$ cat config.mk
export PLATFORM = sky130hd
export DESIGN_NAME = blend_sequencer
export DESIGN_NICKNAME = d
export VERILOG_FILES = /design/src/rtl/blend_sequencer.sv
export SDC_FILE = /design/constraint.sdc
export NUM_CORES = 1
export LEC_CHECK = 0
export CORE_MARGIN = 2
export CORE_UTILIZATION = 30
export DETAILED_ROUTE_END_ITERATION = 10
export GPL_TIMING_DRIVEN = 0
export SKIP_LAST_GASP = 1
export SYNTH_ARGS = -nofsm -noshare
export SYNTH_HDL_FRONTEND = slang
export SYNTH_SLANG_ARGS = --single-unit
export TNS_END_PERCENT = 100
$ cat constraint.sdc
create_clock -name clk -period 3.2 [get_ports clk]
set_clock_uncertainty 0.15 [all_clocks]
set_input_delay 0.48 -clock clk [delete_from_list [all_inputs] [get_ports clk]]
set_output_delay 0.48 -clock clk [all_outputs]
set_load 0.01 [all_outputs]
$ cat src/rtl/blend_sequencer.sv
// Pixel sequencer between the rasterizer, the alpha blender and the framebuffer SRAM.
// One pixel in flight: opaque pixels skip the read, transparent pixels are dropped.
module blend_sequencer #(
  parameter int unsigned RD_LAT = 2,
  parameter int unsigned ADDR_W = 17
) (
  input  logic              clk,
  input  logic              reset,
  input  logic              in_valid,
  output logic              in_ready,
  input  logic [ADDR_W-1:0] in_pixel,
  input  logic [7:0]        in_r,
  input  logic [7:0]        in_g,
  input  logic [7:0]        in_b,
  input  logic [7:0]        in_a,
  input  logic              in_last,
  output logic              bl_pixel_ready,
  output logic [7:0]        bl_r,
  output logic [7:0]        bl_g,
  output logic [7:0]        bl_b,
  output logic [7:0]        bl_a,
  input  logic [7:0]        bl_wr_r,
  input  logic [7:0]        bl_wr_g,
  input  logic [7:0]        bl_wr_b,
  output logic [ADDR_W-1:0] fb_addr,
  output logic              fb_re,
  output logic              fb_we,
  output logic [23:0]       fb_wdata,
  output logic              frame_done,
  output logic [ADDR_W-1:0] frame_px_count
);

  typedef enum logic [2:0] {IDLE, READ, WAIT, WRITE, DONE} state_t;

  localparam logic [3:0] WAIT_INIT = 4'(RD_LAT - 1);

  state_t            state, state_nxt;
  logic [3:0]        wait_cnt;
  logic              last;
  logic [ADDR_W-1:0] px_cnt;
  logic              accept;

  always_ff @(posedge clk or negedge reset) begin
    if (!reset) state <= IDLE;
    else        state <= state_nxt;
  end

  always_comb begin
    state_nxt      = state;
    in_ready       = 1'b0;
    fb_re          = 1'b0;
    bl_pixel_ready = 1'b0;
    fb_we          = 1'b0;
    frame_done     = 1'b0;
    accept         = 1'b0;
    case (state)
      IDLE: begin
        in_ready = 1'b1;
        if (in_valid) begin
          accept = 1'b1;
          if (in_a == 8'd0)        state_nxt = in_last ? DONE : IDLE;
          else if (in_a == 8'hFF)  state_nxt = WRITE;
          else                     state_nxt = READ;
        end
      end
      READ: begin
        fb_re          = 1'b1;
        bl_pixel_ready = 1'b1;
        state_nxt      = WAIT;
      end
      WAIT:    if (wait_cnt == '0) state_nxt = WRITE;
      WRITE: begin
        fb_we     = 1'b1;
        state_nxt = last ? DONE : IDLE;
      end
      DONE: begin
        frame_done = 1'b1;
        state_nxt  = IDLE;
      end
      default: state_nxt = IDLE;
    endcase
  end

  always_ff @(posedge clk or negedge reset) begin
    if (!reset) begin
      fb_addr        <= '0;
      fb_wdata       <= '0;
      bl_r           <= '0;
      bl_g           <= '0;
      bl_b           <= '0;
      bl_a           <= '0;
      last           <= 1'b0;
      wait_cnt       <= '0;
      px_cnt         <= '0;
      frame_px_count <= '0;
    end else begin
      if (accept) begin
        fb_addr <= in_pixel;
        bl_r    <= in_r;
        bl_g    <= in_g;
        bl_b    <= in_b;
        bl_a    <= in_a;
        last    <= in_last;
        if (in_a == 8'hFF) fb_wdata <= {in_r, in_g, in_b};
      end

      if (state == READ)
        wait_cnt <= WAIT_INIT;
      else if (state == WAIT && wait_cnt != '0)
        wait_cnt <= wait_cnt - 4'd1;

      // Read data is valid on the cycle the counter reaches zero; blender output is combinational.
      if (state == WAIT && wait_cnt == '0)
        fb_wdata <= {bl_wr_r, bl_wr_g, bl_wr_b};

      if (state == WRITE && px_cnt != '1)
        px_cnt <= px_cnt + 1'b1;

      if (state == DONE) begin
        frame_px_count <= px_cnt;
        px_cnt         <= '0;
        last           <= 1'b0;
      end
    end
  end

endmodule

After elaboration in Yosys (flattened, before gate mapping). Cells that the tools add are included.

Add/sub/neg operators: 2. Multipliers: 0. Divide/modulo/power cells: 0. $lt $le $gt $ge: 0. Equal/unequal tests: 8. Shift operators: 0. Mux-type cells: 22. Bitwise operators: 0. Reductions and logical operators: 14.

Operators with widths (count): $mux W24 (3); $mux W17 (2); $add A17 B1 Y17 const B (1); $ne A17 B17 Y1 const B (1); $mux W3 (5); $pmux W3 S4 (1); $reduce_bool A2 Y1 (5); $eq A8 B8 Y1 const B (1); $logic_not A8 Y1 (1); $mux W1 (8); $mux W4 (2); $eq A3 B2 Y1 const B (2); $logic_not A4 Y1 (1); $ne A2 B2 Y1 const B (2); $reduce_and A2 Y1 (2); $reduce_bool A4 Y1 (1); $sub A4 B1 Y4 const B (1); $eq A3 B1 Y1 const B (1); $eq A3 B3 Y1 const B (1); $logic_and A1 B1 Y1 (3); $logic_not A3 Y1 (1); $mux W2 (1).

Register bits: 115. Latch bits: 0. Memory bits (writable): 0. ROM bits: 0. Bits of input ports: 77. Output and inout bits: 95. Word-level logic and storage cells: 57. Memories: 0.

Depth between registers and ports, before layout.
Word-level depth: 5. Depth in mapped cells: 8. Mapped depth without buffers: 8.

Worst setup path after synthesis. No wires, ideal clock.

Path kind: register -> register. Start point: register px_cnt[8]. End point: register px_cnt[13]. Data arrival time: 1964 ps. Required time: 2970 ps. Slack: 1006 ps. Stages on the path, launching flop included: 9. Buffers on the path: 0. Clock period less this slack: 2194 ps. Path through: dfrtp_1 > and4_1 > nand4_1 > nor3_1 > ha_1 > and4bb_1 > nand4_1 > or3_1 > a21oi_1.

Longest elaborated chain between the ends: 3. Elaborated cells on any way between the ends: 6. Those cells by class: add/sub (1); eq/ne (1); mux (2); reduce/logical (2).

RTL lines: start: declaration (RTL line 40) `logic [ADDR_W-1:0] px_cnt;`; start signal: assignment (RTL line 117) `px_cnt <= px_cnt + 1'b1;`; $add A17 B1 Y17 or $ne A17 B17 Y1 (tied branches) (RTL line 117, 116); $mux W17 or $logic_and A1 B1 Y1 (tied branches) (RTL line 116) `if (state == WRITE && px_cnt != '1)`; $mux W17 or $reduce_bool A2 Y1 (tied branches).

Parallel ways exist; a longest one is shown, timed or not. The select of a mux whose other input is x is not followed. A chain may end at the register's enable or synchronous reset.

Final worst setup path.
Start point: register state[0]. End point: output fb_re.

Longest elaborated chain between the ends: 2.

RTL lines: start: declaration (RTL line 37) `state_t state, state_nxt;`; start signal: assignment (RTL line 45) `else state <= state_nxt;`; $eq A3 B1 Y1 (RTL line 56) `case (state)`; $mux W1 (RTL line 56); end: declaration (RTL line 26) `output logic fb_re,`.

No other way between the ends.

==> run summary <==
Across the run, the number of max-cap violations was 0. The clock-pin transition on the worst setup and hold timing paths is 0.05 ns, and the number of H-tree branching levels is 4. The total count of hold-check failures in the final report is 0, and the measured slew at the worst slew-check pin is 0.8017 ns. IR analysis of the VDD net gives a maximum drop of 0.4499 mV. At the later pin of the worst-skew pair, clock insertion delay measures 0.42 ns. Simple-gate share of the synthesized area: 17.26%.

The cell area that synthesis handed to floorplanning was 4916 µm². For this run, the post-layout net count is 718. The tools report the endpoint type of the worst setup path as an output port. The final non-filler cell total was 865; the number of diodes was 0. The critical path is of the reg2out type. The min-delay analysis places its worst path in the category reg2reg. The mux contribution to synthesized area works out to 12.65%. The static leakage is 3.188 nW, and the count of final setup violators is 0. After layout, the minimum clock period comes to 2.881 ns.

The worst setup slack after placement came out at 0.1453 ns. For this run, the detailed router's first-pass iteration total came to 4. For this block, the initial DRC count from the detailed router was 151. Counting instances in the post-synthesis netlist gives the leading cell types as sky130_fd_sc_hd__dfrtp_1, sky130_fd_sc_hd__nand2_1, sky130_fd_sc_hd__mux2_2, sky130_fd_sc_hd__nor3_1, sky130_fd_sc_hd__nor2_1.

The adder-cell area share of the yosys netlist was 1.018%; the worst path buffer plus inverter count was 3. The tools report the data arrival time of the critical path as 2.25 ns. The count of nets left with antenna violations once routing finished came out at 0. In the final routed layout, each cell accounts on average for 15.98 µm. At the end of the flow the core is filled with cells to 46.85%. The share of the clock period used by the worst path after layout works out to 90.04%.

Overall power consumption after layout is estimated at 6.795 mW. In this run the vertical extent of the chip is 132.0 µm. The number of synthesized flops with an enable pin came out at 0. The tools report the number of remaining DRC errors as 0. Counting along the longest clock path gives a buffer depth of 2. In this run, distinct cell masters in the synthesized netlist total 41. The first global-routing pass estimated 22.17 mm of wire.

Once routing completed, OpenROAD measured the worst setup slack at 0.3188 ns. TritonCTS built the clock tree. Traced cell by cell, the critical path runs through clkbuf_1 -> nor3b_2 -> buf_4 -> clkdlybuf4s50_1. The tools report the pin count of the biggest net entering global routing as 64. The share of the Yosys chip area taken by registers is 58.54%. The leading register cell type out of synthesis is sky130_fd_sc_hd__dfrtp_1. sky130_fd_sc_hd__dfrtp_1 takes more of the synthesized area than any other cell. sky130_fd_sc_hd__dfrtp_1 is the most common cell in the netlist. The placer congestion estimate is 0.7843. Counting every instance in the synthesized netlist gives 446. A synthesized cell averages 11.02 µm². In this run the worst path has a maximum fanout of 10.

The clock sink total came out at 115. For the yosys synthesis warning count, the log shows 0. The run gives 0 as the number of pins with negative max-slew slack in the final report.

For the floorplan core area, the log shows 15,940 µm². After synthesis the netlist holds a flip-flop and latch count of 115. The number of placed I/O pins was 172. The cell with the largest stage delay on the worst path is sky130_fd_sc_hd__clkdlybuf4s50_1. The tools report the clock root buffer as sky130_fd_sc_hd__clkbuf_16. The largest stage delay on the critical path is 0.52 ns. The via count of the first global-routing pass is 4,340, and the max-slew headroom at the worst pin is 46.55%. Of all flip-flops after synthesis, the portion carrying an async set or reset was 100.0%. Input and output buffers added on the ports amount to 171. For this design the ratio of total power to cell area is 909.9 nW/µm².

In this run, CTS created clock tree buffers numbering 17. Summed over its instances, the top area cell type makes up 58.54% of the synthesized netlist area. The tools report the data required time of the critical path as 2.57 ns.

Detailed placement ended at an HPWL of 10.17 mm. The post-CTS setup repair buffer count is 0. The worst setup path is launched from a register. For this block, the routed nets add up to 13.82 mm of wire. The placed cell count was 834; the all-layer global routing usage was 16.28%. The floorplan step defined a die boundary enclosing 17,430 µm².

The ratio of routed vias to standard cells was 4.757. The width of the chip was 132.0 µm. In the post-synthesis netlist, the biggest area contributors are sky130_fd_sc_hd__dfrtp_1, sky130_fd_sc_hd__mux2_2, sky130_fd_sc_hd__nand2_1, sky130_fd_sc_hd__nor3_1, sky130_fd_sc_hd__a31oi_1. The run finished with clean final reports. By area, the combinational part of the netlist is dominated by simple AND/OR/NAND/NOR gates.

For the count of standard-cell rows, the log shows 46. Once the floorplan was initialized, standard cells occupied 30.84% of the core. The detailed router placed 4,115 vias in this run. The post-route netlist has 13.87% of its cells at a drive strength greater than 1. Compared with the post-synthesis result, the final layout area differs by 51.92%. The synthesized netlist net count was 527; the compound-cell area share of the yosys netlist was 6.108%.

The initial antenna violation count was 0. Setup repair after global routing left no endpoint under its margin. The synthesized netlist devotes 1.425% of its cell area to XOR and XNOR gates. Derived from the worst setup path, the maximum achievable clock frequency is 347.1 MHz. Kind of cell with the highest combined delay on the critical path: buffers and inverters. Summed over all layers, the global routing overflow is 0.
==> stage by stage <==
stage / TNS (ns) / cell area [µm²] / hold WS [ns]
after floorplan: 0 / 4916 / 0.03441
after global placement: -346.66 / 6898 / 0.3110
after detailed placement: 0 / 6927 / 0.3135
after CTS: 0 / 7467 / 0.3313
after global routing: 0 / 7468 / 0.3517
final: 0 / 7468 / 0.3266
==> registers in the layout, indices dropped and copies added, names as in the netlist <==
name / flops
wait_cnt: 4
px_cnt: 17
bl_a: 8
bl_b: 8
frame_px_count: 17
bl_g: 8
bl_r: 8
state: 3
last: 1
fb_addr: 17
fb_wdata: 24
==> metal layers <==
layer	global-route usage [%]	routed length [µm]	vias to the layer above
met3	5.844	882	17
met5	0	0	-
met1	18.78	5987	2026
met4	5.978	194	0
li1	-	-	1933
met2	27.81	6757	139
==> cell usage in the layout (no fill, tap or decap), types with 3 or more instances in the layout <==
master,netlist,routed
sky130_fd_sc_hd__nor3_1,23,23
sky130_fd_sc_hd__clkbuf_16,0,17
sky130_fd_sc_hd__nand4_1,7,7
sky130_fd_sc_hd__or3_1,7,7
sky130_fd_sc_hd__ha_1,4,4
sky130_fd_sc_hd__mux2i_1,7,7
sky130_fd_sc_hd__clkdlybuf4s50_1,0,170
sky130_fd_sc_hd__clkbuf_1,15,20
sky130_fd_sc_hd__a31oi_1,17,17
sky130_fd_sc_hd__nor4_1,3,3
sky130_fd_sc_hd__dfrtp_1,115,115
sky130_fd_sc_hd__a21oi_1,16,16
sky130_fd_sc_hd__clkinv_2,0,5
sky130_fd_sc_hd__o21ai_0,10,10
sky130_fd_sc_hd__buf_2,7,7
sky130_fd_sc_hd__and3_1,3,3
sky130_fd_sc_hd__nand2_1,94,94
sky130_fd_sc_hd__nand3_1,10,10
sky130_fd_sc_hd__nor2_1,19,19
sky130_fd_sc_hd__mux2_2,49,49
sky130_fd_sc_hd__xor2_1,6,6
sky130_fd_sc_hd__buf_6,2,3
sky130_fd_sc_hd__inv_1,4,4
==> logic make-up (layout without fill, tap and decap cells) <==
| family | count (synthesis) | in the layout |
|---|---|---|
| multiplexers | 56 | 56 |
| flip-flops | 115 | 115 |
| AND/OR/NAND/NOR | 181 | 181 |
| XOR/XNOR | 8 | 8 |
| buffers and inverters | 31 | 234 |
| AO/OA/AOI/OAI | 51 | 51 |
| adder cells (fa/ha/maj) | 4 | 4 |
==> worst register-to-register path, stage by stage (launching register included) <==
cell	delay, ns
sky130_fd_sc_hd__dfrtp_1	0.44
sky130_fd_sc_hd__and4_1	0.24
sky130_fd_sc_hd__nand4_1	0.17
sky130_fd_sc_hd__nor3_1	0.10
sky130_fd_sc_hd__ha_1	0.22
sky130_fd_sc_hd__and4bb_1	0.43
sky130_fd_sc_hd__nand4_1	0.31
sky130_fd_sc_hd__or3_1	0.40
sky130_fd_sc_hd__a21oi_1	0.14
==> cell type report <==
cell class | count | area (µm²)
flip-flops and latches | 115 | 2878
repair buffers | 173 | 1750
fillers | 1480 | 8474
plain buffers | 26 | 128.9
inverters | 4 | 15.01
clock buffers | 25 | 475.5
multi-input cells | 300 | 1896
clock inverters | 6 | 55.05
well taps | 216 | 270.3
==> power breakdown <==
group	switching (mW)	internal, mW	leakage, nW
Combinational	1.17	1.57	1.51
Clock	0.638	1.09	0.265
Sequential	0.305	2.02	1.41
==> timing repair <==
action                                  4_1_cts  5_1_grt
hold buffers                                  1        0
endpoints found under the hold margin        52        0
endpoints found under the setup margin        0        2
resized for setup                             0        1
==> final timing paths <==
kind,startpoint,end,slack (ns),depth (start not counted)
worst max-delay path,state[0]$_DFFE_PN0P_,fb_re,0.32,4
min in group asynchronous,reset,frame_px_count[11]$_DFFE_PN0P_,0.42,2
worst min-delay path,frame_px_count[10]$_DFFE_PN0P_,frame_px_count[10]$_DFFE_PN0P_,0.33,2
worst min register to register,frame_px_count[10]$_DFFE_PN0P_,frame_px_count[10]$_DFFE_PN0P_,0.33,2
max in group asynchronous,reset,bl_b[2]$_DFFE_PN0P_,1.78,3
worst max register to register,px_cnt[9]$_DFFE_PN0P_,px_cnt[11]$_DFFE_PN0P_,0.52,8
Note: power is estimated with default switching activity, not from simulation.
